$ cat src/rtl/counter_updown_mod.sv
// counter_updown_mod: parametrised up/down modulo-N counter.
//   Supports synchronous clear and load (clamped to MAX), and a count enable.
//   OV and UF are registered one-cycle pulses.
//   TC is the combinational terminal-count flag.
// Parameters:
//   WIDTH  - counter width in bits (1..32)
//   MODULO - count modulus (2..2**WIDTH); MAX = MODULO-1
// Configuration macro:
//   COUNTER_UPDOWN_SAT_EN - when defined, the counter saturates at 0 and MAX
//   instead of wrapping. OV/UF still pulse on each blocked step.
// Ports:
//   clk      in  rising-edge clock
//   Reset    in  synchronous active-high reset
//   EN       in  count enable
//   CLR      in  synchronous clear to 0
//   UP       in  direction (1 = up, 0 = down)
//   LOAD     in  synchronous load of load_val
//   load_val in  [WIDTH] value to load
//   counter  out [WIDTH] registered count
//   OV       out registered overflow pulse
//   UF       out registered underflow pulse
//   TC       out combinational terminal count
module counter_updown_mod #(
    parameter int unsigned      WIDTH  = 3,
    parameter longint unsigned  MODULO = 8
) (
    input  logic             clk,
    input  logic             Reset,
    input  logic             EN,
    input  logic             CLR,
    input  logic             UP,
    input  logic             LOAD,
    input  logic [WIDTH-1:0] load_val,
    output logic [WIDTH-1:0] counter,
    output logic             OV,
    output logic             UF,
    output logic             TC
);

    // One extra bit so MAX and increments never alias when MODULO == 2**WIDTH.
    localparam int unsigned     XW    = WIDTH + 1;
    localparam logic [XW-1:0]   MAX_X = XW'(MODULO - 64'd1);
    localparam logic [WIDTH-1:0] MAX_W = WIDTH'(MODULO - 64'd1);

    logic [XW-1:0]    cnt_x;
    logic [XW-1:0]    load_x;
    logic             at_max;
    logic             at_zero;
    logic [WIDTH-1:0] cnt_nxt;
    logic             ov_nxt;
    logic             uf_nxt;

    assign cnt_x   = {1'b0, counter};
    assign load_x  = {1'b0, load_val};
    assign at_max  = (cnt_x == MAX_X);
    assign at_zero = (counter == '0);

    // Terminal count follows the current count and direction with no delay.
    assign TC = UP ? at_max : at_zero;

    // Next-state selection: CLR > LOAD > EN > hold.
    always_comb begin
        cnt_nxt = counter;
        ov_nxt  = 1'b0;
        uf_nxt  = 1'b0;
        if (CLR) begin
            cnt_nxt = '0;
        end else if (LOAD) begin
            cnt_nxt = (load_x > MAX_X) ? MAX_W : load_val;
        end else if (EN) begin
            if (UP) begin
                if (at_max) begin
`ifdef COUNTER_UPDOWN_SAT_EN
                    cnt_nxt = MAX_W;
`else
                    cnt_nxt = '0;
`endif
                    ov_nxt  = 1'b1;
                end else begin
                    cnt_nxt = WIDTH'(cnt_x + XW'(1));
                end
            end else begin
                if (at_zero) begin
`ifdef COUNTER_UPDOWN_SAT_EN
                    cnt_nxt = '0;
`else
                    cnt_nxt = MAX_W;
`endif
                    uf_nxt  = 1'b1;
                end else begin
                    cnt_nxt = WIDTH'(cnt_x - XW'(1));
                end
            end
        end
    end

    // Count and pulse registers; reset overrides every other control.
    always_ff @(posedge clk) begin
        if (Reset) begin
            counter <= '0;
            OV      <= 1'b0;
            UF      <= 1'b0;
        end else begin
            counter <= cnt_nxt;
            OV      <= ov_nxt;
            UF      <= uf_nxt;
        end
    end

endmodule

$ cat config.mk
export PLATFORM = sky130hd
export DESIGN_NAME = counter_updown_mod
export DESIGN_NICKNAME = d
export VERILOG_FILES = /design/src/rtl/counter_updown_mod.sv
export SDC_FILE = /design/constraint.sdc
export NUM_CORES = 1
export LEC_CHECK = 0
export CAP_MARGIN = 20
export CORE_AREA = 3 3 40 42
export CTS_BUF_LIST = sky130_fd_sc_hd__clkbuf_16
export DETAILED_ROUTE_END_ITERATION = 10
export DIE_AREA = 0 0 43 45
export GPL_TIMING_DRIVEN = 0
export PLACE_DENSITY_LB_ADDON = 0.15
export SKIP_CTS_REPAIR_TIMING = 1
export SLEW_MARGIN = 20
export SYNTH_ARGS = -nofsm -noshare
export SYNTH_HDL_FRONTEND = slang
export SYNTH_SLANG_ARGS = --single-unit
$ cat constraint.sdc
create_clock -name clk -period 2.25 [get_ports clk]
set_clock_uncertainty 0.15 [all_clocks]
set_input_delay 0.45 -clock clk [delete_from_list [all_inputs] [get_ports clk]]
set_output_delay 0.45 -clock clk [all_outputs]
set_load 0.02 [all_outputs]
== Word-level counts from Yosys, hierarchy flattened ==
Index checks and enable logic that the tools add are counted.

* Output and inout port bits: 6
* Word-level logic and storage cells: 23
* Bits of input ports: 9
* Flip-flop bits (word level): 5

* Reductions and logical operators: 5
* Bitwise gates (word level): 2
* Mux-type cells: 9
* Equality and inequality tests: 1
* $lt $le $gt $ge: 1
* Add/sub/neg operators: 2

{| class="wikitable"
|+ Operator list
! kind !! count
|-
| two-way mux 3 bit || 6
|-
| OR reduction 5 bit || 2
|-
| adder 3 x 1 -> 3 bit (second input constant) || 1
|-
| equality test 3 bit (second input constant) || 1
|-
| > comparator 3 bit (second input constant) || 1
|-
| zero test 3 bit || 1
|-
| two-way mux 1 bit || 3
|-
| subtractor 3 x 1 -> 3 bit (second input constant) || 1
|-
| inverter 1 bit || 2
|-
| nonzero test 2 bit || 1
|-
| OR reduction 2 bit || 1
|}

== Longest topological paths before layout ==
Gate-level depths: netlist of run 1.

* Word-level depth: 5
* Depth in mapped cells: 6
* Depth with buffers taken out: 6

== Worst setup path after synthesis of run 1 ==
OpenSTA, ideal clock, no wires.

* Path kind: reg-to-reg
* Start point: register counter[0]
* End point: register counter[2]
* Period minus slack after synthesis: 1.913 ns
* Data required time: 2.021 ns
* Cell stages (with the launch flop): 7
* Setup time: 0.079 ns
* Slack: 0.337 ns
* Buffers on the path: 0
* Arrival time: 1.683 ns
* Cells stage by stage: dfxtp_1 > inv_1 > ha_1 > ha_1 > or2_1 > a311o_1 > a211oi_2

* Word-level cells in the longest chain between the ends: 5
* Elaborated cells between the ends (all ways): 9
* Classes of those cells: 2 x add/sub; 1 x eq/ne; 5 x mux; 1 x reduce/logical

{| class="wikitable"
|+ RTL lines
! what !! RTL line !! source
|-
| from (decl) || 34 || <nowiki>output logic [WIDTH-1:0] counter,</nowiki>
|-
| from (signal assigned) || 104 || <nowiki>counter <= cnt_nxt;</nowiki>
|-
| subtractor 3 x 1 -> 3 bit (tied with other cells) || 91 || <nowiki>cnt_nxt = WIDTH'(cnt_x - XW'(1));</nowiki>
|-
| two-way mux 3 bit (on tied branches) || 83, 72 ||
|-
| two-way mux 3 bit (*) || 71 || <nowiki>if (UP) begin</nowiki>
|-
| two-way mux 3 bit (*) || 70 || <nowiki>end else if (EN) begin</nowiki>
|-
| two-way mux 3 bit (*) || 68 || <nowiki>end else if (LOAD) begin</nowiki>
|}

Mark *: on every way between the ends. The rest lies on a longest branch, timed or not. The select of a mux whose other input is x is not followed.
A chain may end at the register's enable or synchronous reset.

== Worst setup path in the final report of run 1 ==
* Start point: input port UP
* End point: output port TC

* Word-level cells in the longest chain between the ends: 1

{| class="wikitable"
|+ RTL lines
! what !! RTL line !! source
|-
| from (decl) || 31 || <nowiki>input logic UP,</nowiki>
|-
| two-way mux 1 bit || 59 || <nowiki>assign TC = UP ? at_max : at_zero;</nowiki>
|-
| to (decl) || 37 || <nowiki>output logic TC</nowiki>
|}

Every way passes these cells.

==> results of run 1 <==
-- worst reg2reg max path: stages, from the launching register on --
cell	delay [ps]
dfxtp_1	380
inv_1	60
ha_1	190
ha_1	260
or2_1	210
a311o_1	320
a211oi_2	200
-- power groups by stage --
stage / Clock, µW / Combinational, µW / Sequential (µW)
2_1_floorplan: 0 / 22.0 / 99.8
3_3_place_gp: 0 / 56.6 / 96.5
3_5_place_dp: 0 / 57.6 / 96.7
4_1_cts: 301 / 58.0 / 95.4
5_1_grt: 306 / 62.9 / 95.7
6_report: 290 / 56.6 / 95.3
-- synth_stat cells --
cell	instances	area [µm²]
or2_1	1	6.26
nand2_1	4	15.0
a211oi_1	1	7.51
nor2b_1	1	6.26
nor3_1	1	5.00
o21a_1	1	7.51
xnor2_1	1	8.76
a311o_1	1	10.0
inv_1	5	18.8
dfxtp_1	5	100
nand2b_1	2	12.5
a2111oi_0	2	17.5
a211oi_2	1	12.5
ha_1	4	50.1
a21boi_0	1	7.51
nor2_1	1	3.75
nor4_1	2	12.5
-- per-stage QoR --
step           setup WS [ps]  utilization  total power [µW]  setup TNS (ps)
3_5_place_dp            -164        0.358               154            -164
3_3_place_gp            -161        0.358               153            -161
5_1_grt                  140        0.422               465               0
4_1_cts                 -164        0.420               454            -164
2_1_floorplan            337            -               122               0
6_report                 232        0.422               442               0
-- cell families (layout without fill, tap and decap cells) --
logic type | after synthesis | after routing | synth area share
and+or+nand+nor | 12 | 12 | 0.203
AOI/OAI and AO/OA | 7 | 7 | 0.208
DFF | 5 | 5 | 0.332
buffers and inverters | 5 | 23 | 0.0622
adders and majority gates | 4 | 4 | 0.166
xor gates and xnor gates | 1 | 1 | 0.0291
-- path summary, 6_finish.rpt --
| kind | end | startpoint | slack [ps] |
|---|---|---|---|
| setup reg to reg | counter[2] | counter[0] | 390 |
| setup / recovery | TC | UP | 230 |
| hold / removal | counter[2] | counter[2] | 530 |
| hold reg to reg | counter[2] | counter[2] | 530 |
-- flip-flops by register name, summed over array words and instances (netlist names) --
name	cells
UF	1
counter	3
OV	1
-- metal layers --
layer	vias to the layer above	global-route usage
met5	-	0
met1	131	0.104
met3	2	0.0797
met4	0	0.0723
met2	15	0.123
li1	155	-
-- final cells by class --
class | instances | share of cell area
multi-input cells | 24 | 0.337
well taps | 15 | 0.0346
inverters | 5 | 0.0346
flip-flops and latches | 5 | 0.185
repair buffers | 14 | 0.263
clock buffers | 3 | 0.139
clock inverters | 1 | 0.00693
-- layout by cell type, fill, tap and decap left out --
master	instances
a2111oi_0	2
a211oi_1	1
a211oi_2	1
a21boi_0	1
a311o_1	1
clkbuf_16	3
clkdlybuf4s50_1	13
dfxtp_1	5
dlymetal6s2s_1	1
ha_1	4
inv_1	6
nand2_1	4
nand2b_1	2
nor2_1	1
nor2b_1	1
nor3_1	1
nor4_1	2
o21a_1	1
or2_1	1
xnor2_1	1
==> flow_metrics.py, run 1 <==
metrics = {
    "critical_path": {
        "path_max_fanout": 5,
        "arrival_ps": 1420,
        "crit_path_end_kind": "output pin",
        "cp.depth": 4,
        "cp.required_ps": 1650,
        "max_stage_delay_ps": 540,
        "critical_path_class": "primary input to output pin",
        "crit_path_cell_trace": "clkdlybuf4s50_1, nand2b_1, nand2_1, dlymetal6s2s_1",
        "path_buf_inv": 2,
        "startpoint_type": "primary input",
        "worstRegToRegCells": 6,
        "cp_slowest_cell": "clkdlybuf4s50_1",
        "crit_family": "buffers and inverters",
    },
    "floorplanning": {
        "rows": 13,
        "core_mm2": 0.00128,
        "die_h_um": 45,
        "dieArea_mm2": 0.00194,
        "pin_count": 15,
        "die_w_um": 43,
        "initial_core_util": 0.235,
    },
    "yosys": {
        "netlist_instances": 34,
        "syn_avg_cell_area_um2": 8.87,
        "synth-seq-area-share": 0.332,
        "ys_warn_count": 0,
        "ys_types": 17,
        "ys_ff_latch": 5,
        "syn-cell-area_um2": 302,
        "synth.net_count": 47,
    },
    "layout": {
        "instances_no_fill": 67,
        "syn2layout_area_growth_pct": 79.7,
        "finalInstanceArea_um2": 542,
        "diodes": 0,
        "nNetsFinal": 66,
        "seqCellArea_um2": 100,
        "drive_gt1_frac": 0.0769,
        "multi_input_area_um2": 183,
        "nFillCells": 142,
    },
    "drt": {
        "met3_length_um": 90,
        "routed.top_layer": "met4",
        "drt_pass1_iterations": 2,
        "drt_iter0_drc": 5,
        "num_vias": 303,
        "drc_errors": 0,
        "wl_met1_um": 324,
        "wl_per_cell_um": 11.3,
        "wl_met2_um": 323,
        "drtAntennaViolNets": 0,
        "wirelength_um": 756,
        "vias_per_cell": 4.52,
    },
    "placement": {
        "place_area_um2": 460,
        "gp_congestion": 0.675,
        "place.port_buffers": 14,
        "numPlacedInstances": 63,
        "dp_hpwl_um": 583,
    },
    "timing": {
        "hold_viol_final": 0,
        "hold_slack_ps": 530,
        "finalCritPeriodShare": 0.897,
        "setup_viol": 0,
        "rsz0062_at_grt": "no",
        "max-slew-margin-rel": 0.749,
        "period_needed_ps": 2020,
        "slew_violations": 0,
        "tightestPinTransition_ps": 368,
        "fmax_ghz": 0.496,
    },
    "clock_network": {
        "clock_path_buffers": 2,
        "cts_max_level": 1,
        "cts_tree": "yes",
        "root_buffer": "clkbuf_16",
        "cts.sinks": 5,
        "cts_buffers": 3,
        "clk_latency_ps": 230,
        "clk_pin_slew_ps": 30,
    },
    "pwr": {
        "power.internal_uw": 354,
        "switching_share": 0.200,
        "seq_power_share": 0.216,
        "netSwitchingPower_uw": 88.7,
        "leakagePower_uw": 0.000232,
        "power-per-cell-area_mw_per_mm2": 817,
        "comb_power_share": 0.128,
        "p_clk_frac": 0.657,
        "peakVddDrop_mv": 0.366,
    },
    "run_status": {
        "status": "finished clean",
    },
    "grt": {
        "antenna_found_initial": 0,
        "grt_pass1_wl_um": 1240,
        "grt_pass1_vias": 299,
        "grt_max_degree": 8,
        "grt_use_total": 0.0966,
        "overflow": 0,
    },
    "run": {
        "drv_cap": 0,
    },
    "worst_hold_path": {
        "hold_class": "flop to flop",
        "hold-path-cell-count": 3,
    },
}
Note: power is estimated with default switching activity, not from simulation.
==> run 2, diff against run 1 <==
REMOVE_ABC_BUFFERS = 1   (was not set)
==> results of run 2 <==
The final DEF is identical to that of run 1; final timing and power are the same.
